$ cat src/rtl/regfile_pkg.sv
// regfile_pkg: shared constants and address helpers for the register file slice
package regfile_pkg;
  localparam int XLEN_DEF = 32;
  localparam int REG_ZERO = 0;
  function automatic logic addr_valid(input logic [31:0] addr, input int nregs);
    return addr < 32'(nregs);
  endfunction
  // Valid and not the hardwired zero register: the only addresses that hold state
  function automatic logic addr_live(input logic [31:0] addr, input int nregs, input int zero_reg);
    return addr_valid(addr, nregs) && !(zero_reg != 0 && addr == 32'(REG_ZERO));
  endfunction
endpackage

$ cat src/rtl/rf_scoreboard.sv
// rf_scoreboard: per-register pending bits with issue > flush > write priority
module rf_scoreboard
  import regfile_pkg::*;
#(
  parameter int NREGS = 32,
  parameter int NREAD = 2,
  parameter int ZERO_REG = 1,
  localparam int AW = $clog2(NREGS)
) (
  input  logic                clk,
  input  logic                reset,
  input  logic                wr_en,
  input  logic [AW-1:0]       wr_addr,
  input  logic                iss_en,
  input  logic [AW-1:0]       iss_rd,
  input  logic                flush,
  input  logic [NREAD*AW-1:0] rd_addr,
  output logic [NREAD-1:0]    busy,
  output logic                any_busy
);
  logic [NREGS-1:0] pend_q, pend_d;
  logic wr_ok, iss_ok;
  always_comb begin
    wr_ok = wr_en && addr_live(32'(wr_addr), NREGS, ZERO_REG);
    iss_ok = iss_en && addr_live(32'(iss_rd), NREGS, ZERO_REG);
    pend_d = pend_q;
    for (int r = 0; r < NREGS; r++)
      pend_d[r] = (iss_ok && iss_rd == AW'(r)) ? 1'b1 :
                  flush ? 1'b0 :
                  (wr_ok && wr_addr == AW'(r)) ? 1'b0 : pend_q[r];
  end
  always_ff @(posedge clk)
    if (reset) pend_q <= '0;
    else pend_q <= pend_d;
  always_comb begin
    busy = '0;
    for (int p = 0; p < NREAD; p++)
      busy[p] = addr_live(32'(rd_addr[p*AW +: AW]), NREGS, ZERO_REG) ? pend_q[rd_addr[p*AW +: AW]] : 1'b0;
  end
  assign any_busy = |pend_q;
endmodule

$ cat src/rtl/regfile_sb.sv
// regfile_sb: parametrised register file with write bypass and pending-write scoreboard
module regfile_sb
  import regfile_pkg::*;
#(
  parameter int XLEN = XLEN_DEF,
  parameter int NREGS = 32,
  parameter int NREAD = 2,
  parameter int ZERO_REG = 1,
  parameter int BYPASS = 1,
  localparam int AW = $clog2(NREGS)
) (
  input  logic                  clk,
  input  logic                  reset,
  input  logic [NREAD*AW-1:0]   rd_addr,
  output logic [NREAD*XLEN-1:0] rd_data,
  output logic [NREAD-1:0]      rd_busy,
  input  logic                  wr_en,
  input  logic [AW-1:0]         wr_addr,
  input  logic [XLEN-1:0]       wr_data,
  input  logic                  iss_en,
  input  logic [AW-1:0]         iss_rd,
  input  logic                  flush,
  output logic                  any_busy
);
  logic [XLEN-1:0] regs_q [NREGS];
  logic [XLEN-1:0] regs_d [NREGS];
  logic [NREAD-1:0] busy_raw;
  logic w_ok;
  always_comb begin
    w_ok = wr_en && addr_live(32'(wr_addr), NREGS, ZERO_REG);
    regs_d = regs_q;
    if (w_ok) regs_d[wr_addr] = wr_data;
  end
  always_ff @(posedge clk)
    if (reset) regs_q <= '{default: '0};
    else regs_q <= regs_d;
  rf_scoreboard #(.NREGS(NREGS), .NREAD(NREAD), .ZERO_REG(ZERO_REG)) u_sb (
    .clk(clk), .reset(reset), .wr_en(wr_en), .wr_addr(wr_addr), .iss_en(iss_en),
    .iss_rd(iss_rd), .flush(flush), .rd_addr(rd_addr), .busy(busy_raw), .any_busy(any_busy)
  );
  for (genvar i = 0; i < NREAD; i++) begin : g_rd
    logic [AW-1:0] a;
    logic ok, hit;
    assign a = rd_addr[i*AW +: AW];
    assign ok = addr_live(32'(a), NREGS, ZERO_REG);
    // A same-cycle writeback both supplies the data and retires the pending bit
    assign hit = BYPASS != 0 && w_ok && wr_addr == a;
    assign rd_data[i*XLEN +: XLEN] = !ok ? '0 : hit ? wr_data : regs_q[a];
    assign rd_busy[i] = busy_raw[i] && !hit;
  end
endmodule

$ cat config.mk
export PLATFORM = sky130hd
export DESIGN_NAME = regfile_sb
export DESIGN_NICKNAME = d
export VERILOG_FILES = /design/src/rtl/regfile_pkg.sv /design/src/rtl/rf_scoreboard.sv /design/src/rtl/regfile_sb.sv
export SDC_FILE = /design/constraint.sdc
export NUM_CORES = 2
export LEC_CHECK = 0
export BUFFER_PORTS_ARGS = -buffer_cell sky130_fd_sc_hd__buf_2
export CORE_MARGIN = 3
export CORE_UTILIZATION = 30
export DETAILED_ROUTE_END_ITERATION = 8
export PLACE_DENSITY_LB_ADDON = 0.15
export SLEW_MARGIN = 40
export SYNTH_ARGS = -nofsm -noshare
export SYNTH_HDL_FRONTEND = slang
export SYNTH_SLANG_ARGS = --single-unit
$ cat constraint.sdc
create_clock -name clk -period 1.73 [get_ports clk]
set_input_delay 0.0865 -clock clk [delete_from_list [all_inputs] [get_ports clk]]
set_output_delay 0.0865 -clock clk [all_outputs]
set_load 0.02 [all_outputs]
==> metrics <==
CTS clk-pin slew, worst paths 70 ps; Seq. cell area 21,310 µm²; Slew @ Worst Pin 718.2 ps; CTS root buf clkbuf_16; static leakage 0.02670 µW; area grow syn2layout 34.63%; Gate Count Post-Synth 6,342; GRT Total Usage 29.60%; die area 185,500 µm²; final setup vio count 67; slowest CP cell mux4_2; Mapped Nets 6,399; commonest non-fill, non-tap cell in the layout nand2_1; Worst Setup Slack, final -1179 ps; via count 54.16k; syn avg cell area 8.533 µm²; fmax 343.8 MHz; Comb pwr share 12.7%; Inserted Clock Buffers 121; max-cap violation count 0; Hold Path Class primary input to flip-flop; Die H 430.7 µm; FF+latch count, synth 1,056; CP max FO 2; met3 WL 22,900 µm; Synth top area share 39.07%; DR DRC count 0; Internal Power 43,220 µW; Max Slew Vio Count 0; part of the cycle the worst path needs 168.1%; critical-path cell list buf_4 -> mux4_2 -> mux2_4 -> a221o_1 -> a32o_2 -> buf_6; Sequential Power Share 41.4%; most frequent cells in the layout nand2_1, a21oi_1, dfxtp_1; Final #Nets 7,077; Row Count 155; Die Span X 430.7 µm; H-tree depth 3; Met2 Wirelength 129,000 µm; # clock sinks 1,056; Sw Share 27.33%; footprint of the multi-input gates 31,460 µm²; hold slack final -33.63 ps; CTS max path bufs 3; Post-synth EDFFs 0; failing checks hold timing, setup timing; I/O Buffers 123; Power Total 59,470 µW; cell area after synthesis 54,110 µm²; Clk network pwr share 45.9%; Worst slew margin 52.12%; CP max stage delay 440 ps; Final ANT Viol Nets 0; DP HPWL 189,200 µm; CTS tree done; Tmin final 2909 ps; distinct cell type count after synthesis 55; required time of the critical path 1640 ps; crit path capture type primary output; Worst-Skew Late Latency 800 ps; Seq/Total Area, Yosys 39.07%; initial antenna violation count 12; Met1 Wirelength 114,500 µm; critical path data arrival time 2820 ps; crit-path leading delay family multiplexers; pwr dens 816.3 nW/µm²; unrepaired setup endpoints after global routing true; filler instances 17.53k; Worst VDD drop 0.0008636 V; asr flop ratio synth 0%; largest net degree at the start of global routing 108; Synth area leaders dfxtp_1, mux4_2, nand2_1, a21oi_1, mux2i_1; GRT overflow 0; crit path buf inv count 2; Final Skew 0 ps; Post-Route WL 282,600 µm; Switch Pwr 16,250 µW; outcome finished, violations left; RePlAce Congestion 0.9027; leading area contributor after synthesis dfxtp_1; DR iter-0 viols 6,065; initial core utilization 30.26%; first-pass GRT wire length 397,400 µm; Via density 5.714; top_reg_cell synth dfxtp_1; drt first pass iters 8; I/O pin cnt 124; Final Hold Viols 1; core area 178,800 µm²; Synth warnings 0; vias in the first global route 52.15k; DR WL/cell 29.82 µm; layout cells sized above 1 31.05%; critical path startpoint category flip-flop; Crit Path Class flip-flop to primary output; DR top layer met4
-- power by group through the flow --
stage / sequential, µW / combinational, µW / clock [µW]
finish: 24600 / 7560 / 27300
global route: 24600 / 7750 / 28600
CTS: 24600 / 7430 / 27600
detailed placement: 25100 / 7030 / 0
global placement: 25100 / 7030 / 0
floorplan: 25100 / 3460 / 0
-- cell usage after synthesis, drive strengths merged, types with 31 or more instances --
| cell | instances |
|---|---|
| clkbuf | 536 |
| o22ai | 58 |
| nand3 | 31 |
| a221o | 37 |
| o221ai | 33 |
| a32o | 58 |
| o21ai | 31 |
| mux4 | 370 |
| a21oi | 1051 |
| dfxtp | 1056 |
| nor2 | 115 |
| nand2 | 2150 |
| mux2 | 55 |
| mux2i | 312 |
| a22oi | 68 |
| buf | 139 |
| nor2b | 56 |
-- kinds of logic after synthesis --
logic type | share of synthesized area, %
DFF | 39.07
and+or+nand+nor | 17.23
muxes | 22.31
AOI/OAI and AO/OA | 15.88
buffers and inverters | 5.348
xor gates and xnor gates | 0.1619
-- repair_timing --
| item | 4_1_cts | 5_1_grt |
|---|---|---|
| pin swaps | 120 | 59 |
| resized for setup | 399 | 105 |
| hold buffers | 45 | 0 |
| setup buffers | 10 | 3 |
| setup endpoints to repair | 67 | 68 |
| hold endpoints to repair | 1034 | 0 |
-- metrics by stage --
stage               instances  setup TNS, ps  setup slack (ps)  instance area (µm²)  utilization, %
floorplan                6342          -1075            -122.5                54660               -
global placement         9202         -68540            -722.0                66690           37.30
detailed placement       9202         -73700            -730.1                66690           37.30
CTS                      9475         -63190             -1216                72540           40.57
global route             9478         -63660             -1210                72850           40.74
finish                   9479         -60280             -1179                72850           40.74
-- path summary, 6_finish.rpt --
| path | startpoint | end | slack (ps) | cells past startpoint |
|---|---|---|---|---|
| worst max register to register | regs_q[14]$_SDFFE_PP0P_ | regs_q[14]$_SDFFE_PP0P_ | 570 | 3 |
| worst min register to register | regs_q[20]$_SDFFE_PP0P_ | regs_q[20]$_SDFFE_PP0P_ | 460 | 2 |
| worst min-delay path | iss_rd[4] | u_sb.pend_q[15]$_SDFFE_PP0P_ | -30 | 5 |
| worst max-delay path | regs_q[112]$_SDFFE_PP0P_ | rd_data[16] | -1180 | 6 |
-- metal layers --
metal  global-route usage, %  vias up
li1                        -    23600
met1                   38.65    26980
met2                   47.49     2847
met3                   4.947      735
met4                   14.42        0
met5                       0        -
-- flip-flops by register name, summed over array words and instances, names as in the netlist --
signal,cells
u_sb.pend_q,32
regs_q,1024
-- area by class of cell --
class	instances	share of cell area [%]
multi-input combinational	4608	43.18
clock buffer	185	4.941
timing repair buffer	1230	17.81
antenna	3	0.01030
clock inverter	39	0.7385
sequential	1056	29.26
inverter	3	0.01717
tap	2355	4.045
-- worst register-to-register path, stage by stage, from the launching register on --
cell           delay, ps
dfxtp_2              340
nand2_1               60
a21oi_1              140
dlygate4sd3_1        560
No activity file was read; power rests on OpenSTA's default activity.
